## src/rtl/aqalu_pkg.sv

```systemverilog
// Shared types and constants for the AQALU two-port arbiter.
package aqalu_pkg;

  localparam int OPERAND_W = 2;
  localparam int OPCODE_W  = 4;
  localparam int RESULT_W  = 8;

  // Opcode parked on the ALU when idle; also the no-op command code.
  localparam logic [OPCODE_W-1:0] IDLE_OPCODE = 4'hF;

  typedef enum logic [1:0] {
    ST_IDLE = 2'd0,
    ST_EXEC = 2'd1,
    ST_RESP = 2'd2
  } state_t;

  typedef struct packed {
    logic [OPERAND_W-1:0] a;
    logic [OPERAND_W-1:0] b;
    logic [OPCODE_W-1:0]  opcode;
  } cmd_t;

endpackage

```

## src/rtl/aqalu_rr_arb2.sv

```systemverilog
// Two-way round-robin grant. Purely combinational; the caller owns last_grant.
module aqalu_rr_arb2 (
  input  logic [1:0] req,
  input  logic       last_grant,
  output logic       grant_valid,
  output logic       grant_id
);

  // Pick the port that did not win last time when both ask, else the lone asker.
  always_comb begin
    // NOTE: every output gets a default first so no path leaves it unassigned (no latch).
    grant_valid = |req;
    grant_id    = 1'b0;
    if (req == 2'b11) begin
      grant_id = ~last_grant;
    end else if (req[1]) begin
      grant_id = 1'b1;
    end
  end

endmodule

```

## src/rtl/aqalu_arbiter.sv

```systemverilog
// Shares one AQALU between two requesters: round-robin grant, fixed-latency
// execute window, per-port valid/ready response, saturating completion count.
module aqalu_arbiter #(
  parameter int         ALU_LATENCY = 2,     // 1..15 EXEC cycles before sampling
  parameter logic [3:0] IDLE_OPCODE = 4'hF
) (
  input  logic        clock,
  input  logic        reset,
  input  logic        req0_valid,
  output logic        req0_ready,
  input  logic [1:0]  req0_a,
  input  logic [1:0]  req0_b,
  input  logic [3:0]  req0_opcode,
  output logic        rsp0_valid,
  input  logic        rsp0_ready,
  output logic [7:0]  rsp0_data,
  input  logic        req1_valid,
  output logic        req1_ready,
  input  logic [1:0]  req1_a,
  input  logic [1:0]  req1_b,
  input  logic [3:0]  req1_opcode,
  output logic        rsp1_valid,
  input  logic        rsp1_ready,
  output logic [7:0]  rsp1_data,
  output logic [1:0]  alu_a,
  output logic [1:0]  alu_b,
  output logic [3:0]  alu_opcode,
  input  logic [7:0]  alu_result,
  output logic        busy,
  output logic [15:0] op_count
);

  import aqalu_pkg::*;

  localparam logic [3:0] CNT_INIT = 4'(ALU_LATENCY);

  state_t     state;
  logic       last_grant;
  logic       gid;
  logic [3:0] cnt;

  logic       grant_valid;
  logic       grant_id;
  cmd_t       sel_cmd;
  logic       accept;
  logic       rsp_done;

  aqalu_rr_arb2 u_arb (
    .req         ({req1_valid, req0_valid}),
    .last_grant  (last_grant),
    .grant_valid (grant_valid),
    .grant_id    (grant_id)
  );

  // Command of whichever port currently holds the grant.
  assign sel_cmd = grant_id ? cmd_t'{req1_a, req1_b, req1_opcode}
                            : cmd_t'{req0_a, req0_b, req0_opcode};

  assign req0_ready = (state == ST_IDLE) && grant_valid && !grant_id;
  assign req1_ready = (state == ST_IDLE) && grant_valid &&  grant_id;
  assign accept     = (state == ST_IDLE) && grant_valid;
  assign rsp_done   = (rsp0_valid && rsp0_ready) || (rsp1_valid && rsp1_ready);
  assign busy       = (state != ST_IDLE);

  // Control FSM with registered ALU drive, response and counter outputs.
  always_ff @(posedge clock or posedge reset) begin
    if (reset) begin
      // NOTE: async reset clears every register so an in-flight op or pending response is dropped.
      state      <= ST_IDLE;
      last_grant <= 1'b1;
      gid        <= 1'b0;
      cnt        <= '0;
      alu_a      <= '0;
      alu_b      <= '0;
      alu_opcode <= IDLE_OPCODE;
      rsp0_valid <= 1'b0;
      rsp1_valid <= 1'b0;
      rsp0_data  <= '0;
      rsp1_data  <= '0;
      op_count   <= '0;
    end else begin
      // NOTE: non-blocking assignments so all state updates see pre-edge values.
      case (state)
        ST_IDLE: begin
          if (accept) begin
            last_grant <= grant_id;
            gid        <= grant_id;
            if (sel_cmd.opcode != IDLE_OPCODE) begin
              alu_a      <= sel_cmd.a;
              alu_b      <= sel_cmd.b;
              alu_opcode <= sel_cmd.opcode;
              cnt        <= CNT_INIT;
              state      <= ST_EXEC;
            end else begin
              // No-op: answer with zero without touching the ALU.
              if (grant_id) begin
                rsp1_data  <= '0;
                rsp1_valid <= 1'b1;
              end else begin
                rsp0_data  <= '0;
                rsp0_valid <= 1'b1;
              end
              state <= ST_RESP;
            end
          end
        end
        ST_EXEC: begin
          cnt <= cnt - 4'd1;
          if (cnt == 4'd1) begin
            alu_a      <= '0;
            alu_b      <= '0;
            alu_opcode <= IDLE_OPCODE;
            if (gid) begin
              rsp1_data  <= alu_result;
              rsp1_valid <= 1'b1;
            end else begin
              rsp0_data  <= alu_result;
              rsp0_valid <= 1'b1;
            end
            state <= ST_RESP;
          end
        end
        ST_RESP: begin
          if (rsp_done) begin
            rsp0_valid <= 1'b0;
            rsp1_valid <= 1'b0;
            if (op_count != 16'hFFFF) begin
              op_count <= op_count + 16'd1;
            end
            state <= ST_IDLE;
          end
        end
        default: state <= ST_IDLE;
      endcase
    end
  end

endmodule

```

## config.mk

```make
export PLATFORM = sky130hd
export DESIGN_NAME = aqalu_arbiter
export DESIGN_NICKNAME = d
export VERILOG_FILES = /design/src/rtl/aqalu_pkg.sv /design/src/rtl/aqalu_rr_arb2.sv /design/src/rtl/aqalu_arbiter.sv
export SDC_FILE = /design/constraint.sdc
export NUM_CORES = 1
export LEC_CHECK = 0
export BUFFER_PORTS_ARGS = -buffer_cell sky130_fd_sc_hd__clkbuf_2
export CAP_MARGIN = 20
export CELL_PAD_IN_SITES_DETAIL_PLACEMENT = 1
export CELL_PAD_IN_SITES_GLOBAL_PLACEMENT = 1
export CORE_ASPECT_RATIO = 1.4
export CORE_UTILIZATION = 41
export DETAILED_ROUTE_END_ITERATION = 6
export GPL_TIMING_DRIVEN = 0
export PLACE_DENSITY_LB_ADDON = 0.1
export SKIP_CTS_REPAIR_TIMING = 1
export SLEW_MARGIN = 5
export SYNTH_ARGS = -nofsm -noshare
export SYNTH_HDL_FRONTEND = slang
export SYNTH_SLANG_ARGS = --single-unit
```

## constraint.sdc

```tcl
create_clock -name clock -period 5.8 [get_ports clock]
set_input_delay 0.58 -clock clock [delete_from_list [all_inputs] [get_ports clock]]
set_output_delay 0.58 -clock clock [all_outputs]
set_load 0.02 [all_outputs]
```

==> impl_metrics.ini <==
[critical_path]
critPathSlowestCell = dfstp_2
crit_family = flip-flops
worstPathRequired_ps = 5220
worst-path-stages = 4
worst-path-buf-inv = 2
cp-end-kind = primary output
max_stage_delay_ps = 580
path_max_fanout = 10
start_kind = flop
crit_arrival_ps = 1720
crit_type = reg2out
ff2ff_path_depth = 7
crit_chain = a21bo_2 -> clkbuf_1 -> nor2_1 -> clkbuf_2

[sta]
setup_tns_ps = 0
clock-skew-final_ps = 6.82
rsz0062_at_grt = no
worst_pin_slew_ps = 894
finalMaxSlewViolations = 0
hold_violations = 0
timing.fmax_ghz = 0.435
relSlewSlack_pct = 39.9
post-route-min-period_ps = 2300
min_period_over_period_pct = 39.6
setup_viol = 0

[yosys]
ys_top_cells_by_area = dfrtp_1, a32o_1, dfstp_2, nand2_1, xor2_1
synth_top_area_cell = dfrtp_1
ys_top_cells_by_count = dfrtp_1, nand2_1, a32o_1
synth_area_sq_mm = 0.00237
netlist.area_leader.share_pct = 47.5
synth.avg_cell_area_sq_um = 10.6
synth.most_common_cell = dfrtp_1
seq_area_frac_synth_pct = 53.1
ys_ff_latch = 50
async_flop_share_pct = 100
synth_fp_nets = 256
synthFlopType = dfrtp_1
syn-instance-count = 223
synth_edf_count = 0
ys_types = 45
yosysWarnings = 0

[cells_and_area]
fin_cells = 373
n_antenna_cell = 0
n_fill_cell = 645
nets = 337
areaGrowthSynthToFinish_pct = 26.0
drive_above_1_share_pct = 31.5

[global_route]
grt_overflow = 0
antenna_found_initial = 0
grt_max_degree = 30
grt_pass1_wl_mm = 10.3
grt_pass1_vias = 2127
track_usage_pct = 21.9

[detailed_routing]
drt-total-wl_mm = 6.19
ant_nets = 0
drc_errors = 0
first_pass_iters = 4
drt_iter0_markers = 112
viasPerCell = 5.58
vias = 2083
wl_per_cell_um = 16.6

[run_status]
status = finished, final reports clean

[place]
port_buffers = 73
post-dp-hpwl_mm = 4.52
gp_congestion = 0.739
placed_cells = 365

[floorplan]
core.rowCount = 32
start_util_pct = 42.9
fp.dieH_um = 92.0
core_sq_mm = 0.00553
die_w_um = 66.3
die-area_sq_mm = 0.00609
ioPinCount = 75

[cts]
cts_made_buffers = 5
clock_sinks = 50
path_clk_slew_ps = 100
clk_latency_ps = 300
clockBufferDepth = 2
root_buffer = clkbuf_8
ctsHtreeMaxLevel = 2
cts_tree = yes

[power_and_ir_drop]
leakagePower_nw = 1.53
peakVddDrop_v = 0.000125
totalPowerFinal_mw = 0.673
powerDensity_mw_per_mm2 = 225

[run]
cap_violations = 0

[hold_path]
hold_path_class = in2async
==> final cells by class <==
class,instances,area (sq um),area share (%)
Inverter,6,22.5,0.754
Sequential cell,50,1260,42.1
Clock inverter,3,68.8,2.31
Timing Repair Buffer,74,393,13.2
Clock buffer,5,68.8,2.31
Tap cell,68,85.1,2.85
Buffer,10,40.0,1.34
Multi-Input combinational cell,157,1050,35.2
==> sequential cells by signal, indices dropped and copies added, names as in the netlist <==
name and flops:
op_count 16, rsp0_data 8, rsp1_data 8, alu_opcode 4, cnt 4, alu_a 2
alu_b 2, state 2, gid 1, last_grant 1, rsp0_valid 1, rsp1_valid 1
==> power by group <==
part           switching [mW]  internal (mW)
sequential           0.000284          0.349
combinational          0.0185         0.0126
clock                   0.120          0.173
total                   0.139          0.534
==> layer usage <==
metal | track usage [%] | part of all wire [%] | routed length (um)
met1 | 26.8 | 42 | 2620
met2 | 38.5 | 52 | 3220
met3 | 3.86 | 4.3 | 268
met4 | 5.85 | 1.3 | 83
met5 | 0 | 0 | 0
==> worst paths after layout <==
check / from / endpoint / slack [ps]
worst max register to register: cnt[1] / alu_b[0] / 3510
worst min register to register: rsp0_data[1] / rsp0_data[1] / 500
max in group asynchronous: reset / rsp1_data[4] / 4900
worst min-delay path: reset / state[1] / 360
min in group clock: rsp0_data[1] / rsp0_data[1] / 500
worst max-delay path: last_grant / req1_ready / 3500
==> stage by stage <==
step           util, %  hold WS (ps)  instance area [sq um]  setup WS [ps]
6_report          54.0           362                   2990           3500
5_1_grt           54.0           409                   2990           3370
4_1_cts           54.0           379                   2990           3480
3_5_place_dp      51.5           483                   2850           3490
3_3_place_gp      51.0           473                   2820           3340
2_1_floorplan        -           473                   2370           3740
==> placed cells by master (no fill, tap or decap), types with 2 or more instances in the layout <==
cell,instances
a21o_1,2
a21oi_1,6
a31oi_1,2
a32o_1,20
a32oi_1,4
and2_1,3
and3_1,2
buf_2,2
bufinv_16,2
clkbuf_1,7
clkbuf_2,73
clkbuf_8,5
dfrtp_1,45
dfstp_2,5
ha_1,3
inv_1,5
nand2_1,35
nand3_1,4
nand4_1,7
nor2_1,13
nor2b_1,3
nor3_1,6
nor3b_1,3
nor4_1,2
nor4b_1,2
o21ai_0,5
xor2_1,15
==> kinds of logic after synthesis <==
kind of cell    after synthesis  share of synthesized area, %
flops                        50                          53.1
xor+xnor                     16                          5.91
compound gates               49                          17.2
simple gates                 87                          18.7
mux                           2                         0.898
buf+inv                      16                          2.64
fa+ha+maj                     3                          1.58
No activity file was read; power rests on OpenSTA's default activity.
